**src/rtl/dmem_access_ctrl_if.sv**
```systemverilog
// Request/response handshake between the MEM stage (master) and the data-memory
// access controller (slave).
interface dmem_access_ctrl_if;
  logic        req_valid;
  logic        req_ready;
  logic        req_we;
  logic [1:0]  req_size;
  logic        req_signed;
  logic [31:0] req_addr;
  logic [31:0] req_wdata;
  logic        rsp_valid;
  logic        rsp_err;
  logic [31:0] rsp_rdata;

  modport master (
    output req_valid, req_we, req_size, req_signed, req_addr, req_wdata,
    input  req_ready, rsp_valid, rsp_err, rsp_rdata
  );

  modport slave (
    input  req_valid, req_we, req_size, req_signed, req_addr, req_wdata,
    output req_ready, rsp_valid, rsp_err, rsp_rdata
  );
endinterface

```
**src/rtl/dmem_access_ctrl.sv**
```systemverilog
// Load/store initiator for a word-wide RAM with combinational read: sub-word
// stores are read-modify-write, sub-word loads are sign/zero extended.
module dmem_access_ctrl #(
  parameter logic [31:0] BASE_ADDR   = 32'h0000_4000,
  parameter int          DEPTH_WORDS = 16384
) (
  input  logic                 clk,
  input  logic                 rst,
  dmem_access_ctrl_if.slave    bus,
  output logic [31:0]          dram_a,
  output logic                 dram_we,
  output logic [31:0]          dram_d,
  input  logic [31:0]          dram_spo
);

  typedef enum logic [1:0] {IDLE, RD, WR, DONE} state_t;

  // Inclusive last byte of the window, one bit wider so the sum cannot wrap.
  localparam logic [32:0] W_LAST = {1'b0, BASE_ADDR} + 33'(4 * DEPTH_WORDS) - 33'd1;

  state_t      r_state;
  logic        r_we;
  logic [1:0]  r_size;
  logic        r_signed;
  logic [1:0]  r_off;
  logic [15:0] r_wdata;
  logic [31:0] r_dram_a;
  logic [31:0] r_dram_d;
  logic [31:0] r_rdata;
  logic        r_err;
  logic        r_valid;

  logic        w_misalign;
  logic        w_outside;
  logic        w_err;
  logic [7:0]  w_byte;
  logic [15:0] w_half;
  logic [31:0] w_load_data;
  logic [31:0] w_merged;

  assign w_misalign = (bus.req_size == 2'd1 && bus.req_addr[0]) ||
                      (bus.req_size == 2'd2 && bus.req_addr[1:0] != 2'b00);
  assign w_outside  = (bus.req_addr < BASE_ADDR) || ({1'b0, bus.req_addr} > W_LAST);
  assign w_err      = (bus.req_size == 2'd3) || w_misalign || w_outside;

  always_comb begin
    w_byte      = dram_spo[{r_off, 3'b000} +: 8];
    w_half      = r_off[1] ? dram_spo[31:16] : dram_spo[15:0];
    w_load_data = dram_spo;
    w_merged    = dram_spo;
    case (r_size)
      2'd0: begin
        w_load_data = {{24{r_signed & w_byte[7]}}, w_byte};
        w_merged[{r_off, 3'b000} +: 8] = r_wdata[7:0];
      end
      2'd1: begin
        w_load_data = {{16{r_signed & w_half[15]}}, w_half};
        w_merged[{r_off[1], 4'b0000} +: 16] = r_wdata;
      end
      default: ;
    endcase
  end

  always_ff @(posedge clk or posedge rst) begin
    if (rst) begin
      r_state  <= IDLE;
      r_we     <= 1'b0;
      r_size   <= 2'd0;
      r_signed <= 1'b0;
      r_off    <= 2'd0;
      r_wdata  <= 16'd0;
      r_dram_a <= 32'd0;
      r_dram_d <= 32'd0;
      r_rdata  <= 32'd0;
      r_err    <= 1'b0;
      r_valid  <= 1'b0;
    end else begin
      r_valid <= 1'b0;
      case (r_state)
        IDLE: begin
          if (bus.req_valid) begin
            r_we     <= bus.req_we;
            r_size   <= bus.req_size;
            r_signed <= bus.req_signed;
            r_off    <= bus.req_addr[1:0];
            r_wdata  <= bus.req_wdata[15:0];
            r_rdata  <= 32'd0;
            r_err    <= w_err;
            // Rejected requests leave the RAM port exactly as it was.
            if (w_err) begin
              r_valid <= 1'b1;
              r_state <= DONE;
            end else begin
              r_dram_a <= {bus.req_addr[31:2], 2'b00};
              if (bus.req_we && bus.req_size == 2'd2) begin
                r_dram_d <= bus.req_wdata;
                r_state  <= WR;
              end else begin
                r_state <= RD;
              end
            end
          end
        end
        RD: begin
          if (r_we) begin
            r_dram_d <= w_merged;
            r_state  <= WR;
          end else begin
            r_rdata <= w_load_data;
            r_valid <= 1'b1;
            r_state <= DONE;
          end
        end
        WR: begin
          r_valid <= 1'b1;
          r_state <= DONE;
        end
        DONE: r_state <= IDLE;
        default: r_state <= IDLE;
      endcase
    end
  end

  assign dram_we       = (r_state == WR);
  assign dram_a        = r_dram_a;
  assign dram_d        = r_dram_d;
  assign bus.req_ready = (r_state == IDLE);
  assign bus.rsp_valid = r_valid;
  assign bus.rsp_err   = r_err;
  assign bus.rsp_rdata = r_rdata;

endmodule

```
**src/flat_wrapper.sv**
```systemverilog
// flat-port wrapper written by rule: the top's interface ports become plain ports
module dmem_access_ctrl_flat 
#(
  parameter logic [31:0] BASE_ADDR   = 32'h0000_4000,
  parameter int          DEPTH_WORDS = 16384
)
  (clk, rst, dram_a, dram_we, dram_d, dram_spo, bus_req_valid, bus_req_we, bus_req_size, bus_req_signed, bus_req_addr, bus_req_wdata, bus_req_ready, bus_rsp_valid, bus_rsp_err, bus_rsp_rdata);
  dmem_access_ctrl_if bus_i ();
  input  logic clk;
  input  logic rst;
  output logic [31:0] dram_a;
  output logic dram_we;
  output logic [31:0] dram_d;
  input  logic [31:0] dram_spo;
  input wire logic [$bits(bus_i.req_valid)-1:0] bus_req_valid;
  input wire logic [$bits(bus_i.req_we)-1:0] bus_req_we;
  input wire logic [$bits(bus_i.req_size)-1:0] bus_req_size;
  input wire logic [$bits(bus_i.req_signed)-1:0] bus_req_signed;
  input wire logic [$bits(bus_i.req_addr)-1:0] bus_req_addr;
  input wire logic [$bits(bus_i.req_wdata)-1:0] bus_req_wdata;
  output wire logic [$bits(bus_i.req_ready)-1:0] bus_req_ready;
  output wire logic [$bits(bus_i.rsp_valid)-1:0] bus_rsp_valid;
  output wire logic [$bits(bus_i.rsp_err)-1:0] bus_rsp_err;
  output wire logic [$bits(bus_i.rsp_rdata)-1:0] bus_rsp_rdata;
  assign bus_i.req_valid = bus_req_valid;
  assign bus_i.req_we = bus_req_we;
  assign bus_i.req_size = bus_req_size;
  assign bus_i.req_signed = bus_req_signed;
  assign bus_i.req_addr = bus_req_addr;
  assign bus_i.req_wdata = bus_req_wdata;
  assign bus_req_ready = bus_i.req_ready;
  assign bus_rsp_valid = bus_i.rsp_valid;
  assign bus_rsp_err = bus_i.rsp_err;
  assign bus_rsp_rdata = bus_i.rsp_rdata;
  dmem_access_ctrl #(.BASE_ADDR(BASE_ADDR), .DEPTH_WORDS(DEPTH_WORDS)) u_core (.clk(clk), .rst(rst), .bus(bus_i), .dram_a(dram_a), .dram_we(dram_we), .dram_d(dram_d), .dram_spo(dram_spo));
endmodule
```
**config.mk**
```make
export PLATFORM = sky130hd
export DESIGN_NAME = dmem_access_ctrl_flat
export DESIGN_NICKNAME = d
export VERILOG_FILES = /design/src/rtl/dmem_access_ctrl_if.sv /design/src/rtl/dmem_access_ctrl.sv /design/src/flat_wrapper.sv
export SDC_FILE = /design/constraint.sdc
export NUM_CORES = 1
export LEC_CHECK = 0
export BUFFER_PORTS_ARGS = -buffer_cell sky130_fd_sc_hd__buf_2
export CORE_UTILIZATION = 27
export DETAILED_ROUTE_END_ITERATION = 10
export PLACE_DENSITY = 0.56
export SLEW_MARGIN = 5
export SYNTH_ARGS = -nofsm -noshare
export SYNTH_HDL_FRONTEND = slang
export SYNTH_SLANG_ARGS = --single-unit
```
**constraint.sdc**
```tcl
create_clock -name clk -period 4.1 [get_ports clk]
set_input_delay 0.82 -clock clk [delete_from_list [all_inputs] [get_ports clk]]
set_output_delay 0.82 -clock clk [all_outputs]
set_load 0.005 [all_outputs]
```
; ---- After elaboration in Yosys (flattened, before gate mapping)
; Index checks and enable logic that the tools add are counted.
[totals]
elab_cells = 72
ff_bits = 120
in_bits = 103
out_inout_bits = 100
[classes]
mux = 22
magnitude_cmp = 2
shifts = 5
bitwise = 3
n_addsub = 2
eq_ne = 12
reduce_logical = 15
[op_table]
columns = cell, count
row1 = $pmux 32 s2, 4
row2 = $mux 32, 6
row3 = $bwmux 32, 2
row4 = $gt 32x17->1 const B, 1
row5 = $lt 32x15->1 const B, 1
row6 = $shift 16x7->32 const A, 1
row7 = $shift 8x7->32 const A, 1
row8 = $shiftx 16x7->32, 1
row9 = $shiftx 32x6->8, 1
row10 = $shiftx 8x7->32, 1
row11 = $mux 16, 1
row12 = $neg 5->7, 2
row13 = $eq 2x2->1 const B, 4
row14 = $pmux 2 s4, 1
row15 = $eq 2x1->1 const B, 3
row16 = $mux 2, 3
row17 = $ne 2x2->1 const B, 3
row18 = $reduce_and 3->1, 2
row19 = $reduce_and 5->1, 1
row20 = $logic_not 2->1, 2
row21 = $logic_or 1x1->1, 4
row22 = $mux 1, 4
row23 = $ne 2x1->1 const B, 2
row24 = $reduce_bool 2->1, 2
row25 = 5 further kinds, 8

; ---- Logic depth before layout (Yosys ltp)
; Gate-level depths: netlist of run 1.
[depth]
ltp_word = 8
depth_mapped = 10
ltp_nobuf = 7

; ---- Least setup slack after synthesis of run 1
; Ideal clock, no wire load.
[synth_timing]
kind = input-to-reg
startpoint = in bus_req_addr[20]
endpoint = reg u_core.r_dram_a[10] (netlist: u_core.dram_a[10])
setup_slack_ns = 1.645
stages = 6
arrival_time_ns = 2.330
required_time_ns = 3.975
setup_time_ns = 0.125
path_buffers = 1
cell_sequence = nor4_2 nand4_1 or3_4 nor2_1 buf_2 mux2_2
[synth_via]
elab_chain_cells = 5
word_cells_on_any_way = 6
cone_classes = 2 x order compare / 1 x bitwise / 3 x reduce/logical
[synth_lines]
columns = item, line_no
row1 = from (decl), flat_wrapper.sv:19  ; input wire logic [$bits(bus_i.req_addr)-1:0] bus_req_addr;
row2 = $lt 32x15->1 or $gt 32x17->1 (tied branches), dmem_access_ctrl.sv:43  ; assign w_outside = (bus.req_addr < BASE_ADDR) || ({1'b0, bus.req_addr} > W_LAST);
row3 = $logic_or 1x1->1 *, dmem_access_ctrl.sv:43
row4 = $logic_or 1x1->1 *, dmem_access_ctrl.sv:44  ; assign w_err = (bus.req_size == 2'd3) || w_misalign || w_outside;
row5 = $not 1->1 (no source line) *, n/a
row6 = $reduce_and 3->1 (no source line) *, n/a
row7 = to (signal assigned), dmem_access_ctrl.sv:94  ; r_dram_a <= {bus.req_addr[31:2], 2'b00};
row8 = to (decl), dmem_access_ctrl.sv:27  ; logic [31:0] r_dram_a;
; Mark *: on every way between the ends. The rest lies on a longest branch, timed or not.
; A chain may end at the register's enable or synchronous reset.

; ---- Final worst setup path of run 1
[layout_timing]
startpoint = reg u_core.r_off[0]
endpoint = reg u_core.r_dram_d[31] (netlist: u_core.dram_d[31])
[layout_via]
elab_chain_cells = 6
word_cells_on_any_way = 7
cone_classes = 1 x add/sub / 2 x shift / 4 x mux
[layout_lines]
columns = item, line_no
row1 = from (decl), dmem_access_ctrl.sv:25  ; logic [1:0] r_off;
row2 = from (signal assigned), dmem_access_ctrl.sv:85  ; r_off <= bus.req_addr[1:0];
row3 = $neg 5->7 *, dmem_access_ctrl.sv:54  ; w_merged[{r_off, 3'b000} +: 8] = r_wdata[7:0];
row4 = $shiftx 8x7->32 or $shift 8x7->32 (tied branches), dmem_access_ctrl.sv:54
row5 = $bwmux 32 *, dmem_access_ctrl.sv:54
row6 = $pmux 32 s2 *, dmem_access_ctrl.sv:51  ; case (r_size)
row7 = $mux 32 *, dmem_access_ctrl.sv:105  ; if (r_we) begin
row8 = $pmux 32 s2 *, dmem_access_ctrl.sv:79  ; case (r_state)
row9 = to (signal assigned), dmem_access_ctrl.sv:96  ; r_dram_d <= bus.req_wdata;
row10 = to (signal assigned), dmem_access_ctrl.sv:106  ; r_dram_d <= w_merged;
row11 = to (decl), dmem_access_ctrl.sv:28  ; logic [31:0] r_dram_d;
; Mark *: on every way between the ends. The rest lies on a longest branch, timed or not. The select of a mux whose other input is x is not followed.

==> results of run 1 <==
[flip-flops by register name, indices dropped and copies added, names as in the netlist]
| register | count |
|---|---|
| u_core.r_wdata | 16 |
| u_core.r_off | 2 |
| u_core.dram_d | 32 |
| u_core.bus.rsp_rdata | 32 |
| u_core.r_state | 2 |
| u_core.dram_a | 30 |
| u_core.bus.rsp_err | 1 |
| u_core.r_signed | 1 |
| u_core.r_size | 2 |
| u_core.r_we | 1 |
| u_core.bus.rsp_valid | 1 |
[per-layer routing]
metal | vias up | global-route usage [%] | part of all wire [%]
li1 | 2599 | - | -
met3 | 33 | 6.67 | 8.6
met5 | - | 0 | 0.15
met4 | 6 | 6.49 | 2.5
met2 | 230 | 28.8 | 47
met1 | 2679 | 21.8 | 42
[power by group]
| group | total [uW] | internal, uW | switching, uW |
|---|---|---|---|
| Combinational | 2760 | 1250 | 1510 |
| Sequential | 1930 | 1610 | 323 |
| Clock | 1510 | 930 | 579 |
| Total | 6190 | 3780 | 2410 |
[worst min path at each step]
stage / start / endpoint / slack, ns / cells past startpoint
floorplan: u_core.bus.rsp_rdata[0] / u_core.bus.rsp_rdata[0] / 0.47 / 2
global placement: u_core.bus.rsp_rdata[1] / u_core.bus.rsp_rdata[1] / 0.46 / 2
detailed placement: u_core.bus.rsp_rdata[2] / u_core.bus.rsp_rdata[2] / 0.46 / 2
CTS: rst / u_core.dram_a[19] / 0.45 / 2
global route: rst / u_core.dram_a[27] / 0.47 / 2
finish: rst / u_core.dram_a[19] / 0.45 / 2
[metrics by stage]
stage               worst slack [ns]  power (uW)  utilization (%)  hold WS, ns  std cells
finish                          1.28        6190             35.6        0.446       1139
global route                    1.10        6640             35.6        0.474       1138
CTS                             1.27        6270             35.6        0.452       1138
detailed placement              1.15        4720             33.0        0.462       1106
global placement                1.18        4670             33.0        0.457       1106
floorplan                     0.0942        3790                -        0.470        620
[worst max-delay path: stages (launching register included)]
cell and delay (ns):
dfrtp_1 0.68, inv_1 0.30, ha_1 0.41, nor3b_2 0.56, a311oi_1 0.18, nor3_1 0.30
mux2_2 0.21, mux2_4 0.13
[final cells by class]
class | count | share of cell area [%]
clock buffer | 19 | 5.42
multi-input combinational | 423 | 37.4
antenna | 1 | 0.0299
timing repair buffer | 212 | 13.2
sequential | 120 | 35.9
tap | 319 | 4.78
clock inverter | 13 | 1.74
inverter | 32 | 1.47
[cells in the final DEF (no fill, tap or decap), types with 3 or more instances in the layout]
cell / count
buf_4: 11
clkbuf_16: 17
mux2_4: 21
a41oi_1: 6
nand2_1: 59
o221ai_1: 3
a22oi_1: 24
o21ai_0: 14
inv_1: 31
o22ai_1: 17
nand2b_1: 31
a21oi_1: 35
mux2_2: 43
a21o_1: 10
o211ai_1: 7
nor2_1: 33
nor3_1: 6
o31ai_1: 3
a221oi_1: 14
clkinvlp_4: 6
mux4_2: 5
a22o_1: 15
mux2i_1: 13
dfrtp_1: 120
buf_2: 200
nand3_1: 10
ha_1: 8
nor2b_1: 19
[kinds of logic after synthesis]
group	after synthesis	share of synthesized area, %
simple gates	172	13.3
compound gates	157	16.9
flops	120	46.4
mux	82	16.1
buf+inv	77	5.32
fa+ha+maj	9	1.74
other cells	1	0.0580
xor+xnor	1	0.135
==> key figures, run 1 <==
Drt
  • Initial DRT Pass Iterations: 4
  • Vias per inst: 4.87
  • Final wirelength: 21300 um
  • First DRT Iteration DRCs: ~250
  • Residual DRC count: 0
  • Drt wl/cell: 18.7 um
  • Post-route antenna net violation count: 0
  • Via count: between 5k and 6k

Yosys
  • Synth top area share: about 46%
  • Largest area contributor in the netlist: dfrtp_1
  • Count leader, synth: dfrtp_1
  • Distinct cell type count after synthesis: 51
  • Synth Area per Inst: approximately 10 um^2
  • Syn. warnings: 0
  • Top_reg_cell synth: dfrtp_1
  • Post-Syn Area: ~6500 um^2
  • Seq/Total Area, Yosys: a little under half
  • Synth async-reset ratio: between 90% and 100%
  • Number of synthesized flops with an enable pin: 0
  • Syn Inst Count: about 620
  • Most frequent cells after synthesis: 120 x dfrtp_1, 59 x nand2_1, 43 x mux2_2
  • #FFs+latches synth: 120
  • Largest cells by area after synthesis: dfrtp_1 46%, mux2_2 7.5%, mux2_4 4.9%, nand2_1 3.4%, nand2b_1 3.0%

CTS
  • Clock Latency Late Sink: between 0.4 and 0.5 ns
  • CTS tree: done
  • H-tree Lvls: 4
  • Total CTS buffers: 17
  • Clock-pin slew on the worst setup and hold paths: about 0.06 ns
  • Clock root buffer master: clkbuf_16
  • # hold bufs at CTS: 0
  • Resized Gates After CTS: 0
  • Setup Fix Bufs, Post-CTS: 0
  • CTS Buffer Depth: 2
  • Sink Count: 120

Timing
  • Fmax: 0.354 GHz
  • RSZ-0062 raised after global routing: no
  • Total Negative Setup Slacks: 0 ns
  • Setup Viol. Count Final: 0
  • Setup Skew: 0.00768 ns
  • Slew Viols, Final: 0
  • Final min period: roughly 2.8 ns
  • Tcrit/Tclk final: 68.9%
  • Slew @ Worst Pin: roughly 1.0 ns
  • Worst slew margin: a little under a third
  • Final Hold Fails: 0

Die
  • Die Width: about 160 um
  • Row Count: between 50 and 60
  • Core Box Area: about 23000 um^2
  • Die area: 24600 um^2
  • Initial Util: between 20% and 30%
  • Die Y-Extent: between 150 and 200 um
  • I/O pin count: a little over 200

Setup path
  • Crit end category: flop
  • Critical path arrival: around 3.2 ns
  • Startpoint type of the worst setup path: flop
  • RR Startpoint: u_core.r_off[0]
  • Crit path required time: 4.46 ns
  • Crit-path max FO: 12
  • R2r setup slk: around 1.3 ns
  • Critical R2R Capture: u_core.dram_d[31]
  • Reg2Reg Depth: 7
  • Critical Path Sink: u_core.dram_d[31]
  • Worst Setup SP: u_core.r_off[0]
  • Critical path class: flop to flop

Global routing
  • Initial antenna violation count: 4
  • Vias in the first global route: 5581
  • Global-route usage over all layers: 17.9%
  • Global route total overflow: 0
  • First-pass GRT wire length: 32700 um
  • Largest net degree at the start of global routing: between 60 and 70

Cells and area
  • Filler cells: about 2.5k
  • Multi-input logic area: about 3100 um^2
  • Share of cells above drive strength 1: between 30% and 40%
  • Fin area: 8360 um^2
  • Net count reported at finish: 918
  • FF/Latch Area: 3000 um^2
  • Area Overhead vs Synth: 29.3%

Place
  • DP HPWL: between 15000 and 20000 um
  • Input/output buffers: 200
  • GP Congestion: between 0.8 and 0.9
  • Placed Area: 7760 um^2

Power and ir drop
  • Pwr dens: approximately 740 nW/um^2
  • LEAKAGE: 0.00425 uW
  • Peak VDD IR: 0.399 mV

Run
  • Max Cap Viol: 0

Status
  • Status: complete, no violations

Hold path
  • HP Class: primary input to asynchronous set/reset pin
No activity file was read; power rests on OpenSTA's default activity.
==> run 2: changes to the inputs <==
==> constraint.sdc (replaced) <==
create_clock -name clk -period 2.41 [get_ports clk]
set_input_delay 0.482 -clock clk [delete_from_list [all_inputs] [get_ports clk]]
set_output_delay 0.482 -clock clk [all_outputs]
set_load 0.005 [all_outputs]
==> key figures, run 2 (synthesis results as in run 1) <==
CTS
  • Clock-pin slew on the worst setup and hold paths: about 0.05 ns
  • CTS Buffer Depth: 2
  • CTS tree: done
  • Total CTS buffers: 17
  • Sink Count: 120
  • Clock root buffer master: clkbuf_16
  • H-tree Lvls: 4
  • Clock Latency Late Sink: about 0.42 ns

Hold path
  • HP Class: primary input to asynchronous set/reset pin

Setup path
  • Critical Path Sink: u_core.dram_d[10]
  • Crit path required time: approximately 2.8 ns
  • RR Startpoint: u_core.r_off[0]
  • Buffers & Inverters on Critical Path: 2
  • Critical path arrival: between 2 and 3 ns
  • Worst Setup SP: u_core.r_off[0]
  • Delay of the slowest critical-path stage: roughly 0.4 ns
  • Critical path class: flop to flop
  • Crit-path max FO: 8
  • Startpoint type of the worst setup path: flop
  • Levels on crit path: 8
  • R2r setup slk: around 0.17 ns
  • Critical Path Slowest Stage Cell: dfrtp_1
  • Critical R2R Capture: u_core.dram_d[10]
  • Reg2Reg Depth: 8
  • Critical path cell sequence: inv_1, buf_4, ha_1, and3b_1, and4_1, nand2_1, a41oi_1, mux2_4
  • Crit end category: flop
  • Top delay family on crit path: simple AND/OR/NAND/NOR gates

Global routing
  • Largest net degree at the start of global routing: slightly below 80
  • Initial antenna violation count: 3
  • Global-route usage over all layers: a little under a fifth
  • First-pass GRT wire length: roughly 33000 um
  • Vias in the first global route: 5662
  • Global route total overflow: 0

Drt
  • Initial DRT Pass Iterations: 5
  • First DRT Iteration DRCs: 299
  • Residual DRC count: 0
  • Final wirelength: approximately 22000 um
  • Drt wl/cell: 18.8 um
  • Via count: about 5.6k
  • Post-route antenna net violation count: 0
  • Vias per inst: ~4.8

Timing
  • WHS: 0.177 ns
  • Total Negative Setup Slacks: 0 ns
  • Final min period: roughly 2.2 ns
  • Tcrit/Tclk final: between 90 and 100%
  • Final Hold Fails: 0
  • Setup ws final: 0.170 ns
  • Worst slew margin: a little under three fifths
  • Fmax: 0.446 GHz
  • Slew Viols, Final: 0
  • RSZ-0062 raised after global routing: no
  • Setup Skew: ~0.010 ns
  • Setup Viol. Count Final: 0
  • Slew @ Worst Pin: 0.651 ns

Cells and area
  • Fin area: ~8600 um^2
  • Area Overhead vs Synth: 33.4%
  • Most common cell after layout, fill and taps aside: buf_2
  • Most frequent cells in the layout: 200 x buf_2, 120 x dfrtp_1, 59 x nand2_1
  • Net count reported at finish: around 940
  • Share of cells above drive strength 1: 40.8%
  • Filler cells: 2401

Die
  • I/O pin count: between 200 and 250
  • Die Y-Extent: between 150 and 200 um
  • Row Count: between 50 and 60
  • Die area: between 20000 and 25000 um^2
  • Core Box Area: roughly 23000 um^2
  • Die Width: between 150 and 200 um
  • Initial Util: between 20% and 30%

Power and ir drop
  • Pwr dens: about 1300 nW/um^2
  • LEAKAGE: between 0.004 and 0.005 uW
  • Peak VDD IR: 0.606 mV

Place
  • Worst slack, placed: approximately 0.0011 ns
  • Input/output buffers: 200
  • GP Congestion: approximately 0.86
  • Placed Area: between 7000 and 8000 um^2
  • DP HPWL: 16400 um

Status
  • Status: complete, no violations

Run
  • Max Cap Viol: 0
[run 2: through the flow]
step	total power [uW]	utilization [%]	std cells
floorplan	6450	-	620
global placement	8190	33.9	1130
detailed placement	8250	33.9	1130
CTS	11200	36.7	1162
global route	11800	36.7	1162
finish	11100	36.8	1163
[run 2: worst min-delay path: cells and delay by family]
| kind | cells | cell delay (ns) |
|---|---|---|
| buf+inv | 3 | 0.53 |
[run 2: timing repair]
action                                  CTS  global route
setup buffers                             0             0
hold buffers                              0             0
resized for setup                         0             1
endpoints found under the setup margin    0             1
[run 2: report_power, final]
group | internal (uW) | switching [uW]
Sequential | 2730 | 527
Combinational | 2290 | 2660
Clock | 1940 | 929
[run 2: final cells by class]
cell class / count / area, um^2 / area share [%]
well taps: 319 / 399 / 4.63
repair buffers: 236 / 1310 / 15.2
diodes: 1 / 2.50 / 0.0290
clock inverters: 7 / 163 / 1.89
inverters: 32 / 124 / 1.44
flip-flops and latches: 120 / 3000 / 34.8
multi-input cells: 423 / 3130 / 36.3
clock buffers: 25 / 495 / 5.74
[run 2: per-layer routing]
layer | vias up | wire length (um) | GRT usage, %
met1 | 2714 | 9250 | 22.4
met4 | 4 | 458 | 6.54
met3 | 33 | 1750 | 5.79
met2 | 243 | 10400 | 30.0
met5 | - | 22 | 0
li1 | 2645 | - | -
[run 2: how the worst min path moves through the flow]
stage | endpoint | startpoint
2_1_floorplan | u_core.bus.rsp_rdata[0] | u_core.bus.rsp_rdata[0]
6_report | u_core.bus.rsp_valid | rst
3_3_place_gp | u_core.bus.rsp_rdata[5] | u_core.bus.rsp_rdata[5]
3_5_place_dp | u_core.bus.rsp_rdata[2] | u_core.bus.rsp_rdata[2]
5_1_grt | u_core.bus.rsp_valid | rst
4_1_cts | u_core.bus.rsp_err | rst
==> run 3: changes to the inputs <==
--- a/config.mk
+++ b/config.mk
@@ -5,10 +5,10 @@
 export SDC_FILE = /design/constraint.sdc
 export NUM_CORES = 1
 export LEC_CHECK = 0
-export BUFFER_PORTS_ARGS = -buffer_cell sky130_fd_sc_hd__buf_2
 export CORE_UTILIZATION = 27
 export DETAILED_ROUTE_END_ITERATION = 10
-export PLACE_DENSITY = 0.56
+export DONT_BUFFER_PORTS = 1
+export PLACE_DENSITY = 0.49
 export SLEW_MARGIN = 5
 export SYNTH_ARGS = -nofsm -noshare
 export SYNTH_HDL_FRONTEND = slang
==> key figures, run 3 (synthesis results as in run 1) <==
Status
  • Status: complete, no violations

Global routing
  • Global route total overflow: 0
  • Largest net degree at the start of global routing: between 40 and 50
  • Initial antenna violation count: 1
  • Global-route usage over all layers: around 18%
  • First-pass GRT wire length: ~32000 um
  • Vias in the first global route: roughly 5k

Timing
  • Final min period: 2.22 ns
  • Final Hold Fails: 0
  • Setup Viol. Count Final: 0
  • Setup ws final: about 0.19 ns
  • Fmax: around 0.45 GHz
  • Slew @ Worst Pin: 0.685 ns
  • Worst slew margin: 54.2%
  • Tcrit/Tclk final: just over 90%
  • Total Negative Setup Slacks: 0 ns
  • RSZ-0062 raised after global routing: no
  • Slew Viols, Final: 0
  • Setup Skew: between 0.01 and 0.015 ns

CTS
  • H-tree Lvls: 4
  • Clock root buffer master: clkbuf_16
  • CTS Buffer Depth: 2
  • Resized Gates After CTS: 0
  • Clock-pin slew on the worst setup and hold paths: roughly 0.07 ns
  • CTS tree: done
  • Total CTS buffers: 17
  • Clock Latency Late Sink: between 0.4 and 0.5 ns
  • Sink Count: 120

Drt
  • Vias per inst: between 5 and 6
  • Final wirelength: roughly 22000 um
  • Drt wl/cell: ~23 um
  • Residual DRC count: 0
  • Via count: about 4.9k
  • Initial DRT Pass Iterations: 5
  • First DRT Iteration DRCs: between 300 and 400
  • Post-route antenna net violation count: 0

Power and ir drop
  • LEAKAGE: ~0.0035 uW
  • Final Power: 10300 uW
  • Peak VDD IR: about 0.5 mV
  • Pwr dens: between 1000 and 1500 nW/um^2

Cells and area
  • Most frequent cells in the layout: 120 x dfrtp_1, 59 x nand2_1, 43 x mux2_2
  • N_diodes: 0
  • Final core occ: between 30% and 40%
  • Share of cells above drive strength 1: 21.5%
  • Most common cell after layout, fill and taps aside: dfrtp_1
  • Area Overhead vs Synth: 16.2%
  • Net count reported at finish: approximately 730

Place
  • Input/output buffers: 0
  • GP Congestion: 0.862
  • DP HPWL: roughly 17000 um
  • Worst slack, placed: 0.0749 ns

Setup path
  • Startpoint type of the worst setup path: flop
  • Buffers & Inverters on Critical Path: 1
  • Critical path arrival: around 2.6 ns
  • Crit-path max FO: 9
  • Crit end category: flop
  • Levels on crit path: 6
  • Delay of the slowest critical-path stage: just under 0.6 ns
  • Critical Path Slowest Stage Cell: nor2b_1
  • Reg2Reg Depth: 6
  • Critical path class: flop to flop
  • Critical path cell sequence: buf_4, nor2b_1, a32o_1, a22oi_1, a21oi_1, mux2_4
  • Top delay family on crit path: compound AO/OA/AOI/OAI gates
  • Crit path required time: ~2.8 ns
  • R2r setup slk: around 0.19 ns

Die
  • Initial Util: 27.5%
  • Die Y-Extent: around 160 um
  • I/O pin count: ~200
  • Row Count: 56
  • Die area: between 20000 and 25000 um^2
  • Core Box Area: approximately 23000 um^2
  • Die Width: ~160 um

Run
  • Max Cap Viol: 0

Hold path
  • Worst hold path depth: 1
  • HP Class: primary input to flop
## run 3: cell count changes in the layout (fill, tap and decap cells not counted), moves of 2 or more
cell and change:
bufinv_16 -2, buf_2 -200, inv_6 +3, buf_4 -11
clkbuf_8 -2, clkbuf_1 -4, clkinv_4 +3
## run 3: routing by layer
layer  share of wire [%]  vias to the layer above  wire (um)  global-route usage, %
met2                  48                      233      10500                   29.7
met4                 1.7                        2        369                   5.60
li1                    -                     2223          -                      -
met3                  11                       28       2390                   8.34
met5               0.060                        -         13                      0
met1                  39                     2439       8360                   20.5
## run 3: worst paths after layout
check	start	end
setup reg to reg	u_core.r_off[1]	u_core.dram_d[16]
setup / recovery	u_core.r_off[1]	u_core.dram_d[16]
hold / removal	bus_req_wdata[2]	u_core.r_wdata[2]
max in group asynchronous	rst	u_core.dram_a[3]
min in group asynchronous	rst	u_core.dram_d[10]
hold reg to reg	u_core.bus.rsp_rdata[3]	u_core.bus.rsp_rdata[3]
## run 3: cell type report
cell class                 count  area [um^2]
fill                        2394        16000
multi-input combinational    423         3130
sequential                   120         3000
clock buffer                  19          453
tap                          319          399
timing repair buffer          26          235
clock inverter                13          168
inverter                      32          124
## run 3: what timing repair did
item | 4_1_cts | 5_1_grt
hold buffers | 1 | 0
buffers inserted | 0 | 0
hold endpoints to repair | 16 | 0
endpoints found under the setup margin | 0 | 0
## run 3: worst reg2reg max path: cells and delay by family, from the launching register on
family	cells	cell delay, ns
AO/OA/AOI/OAI	3	0.86
flip-flops	1	0.38
buffers and inverters	1	0.19
multiplexers	1	0.17
AND/OR/NAND/NOR	1	0.58
## run 3: per-stage QoR
step	instances	hold WS (ns)	cell area (um^2)
floorplan	620	0.470	6470
global placement	919	0.400	6880
detailed placement	919	0.422	6880
CTS	952	0.180	7510
global route	952	0.185	7510
finish	952	0.195	7510
## run 3: where the power goes
| group | leakage (uW) | total (uW) | switching (uW) | internal (uW) |
|---|---|---|---|---|
| Sequential | 0.00152 | 3490 | 749 | 2740 |
| Clock | 0.000300 | 2690 | 1000 | 1690 |
| Combinational | 0.00166 | 4150 | 2290 | 1860 |
| Total | 0.00348 | 10300 | 4040 | 6290 |
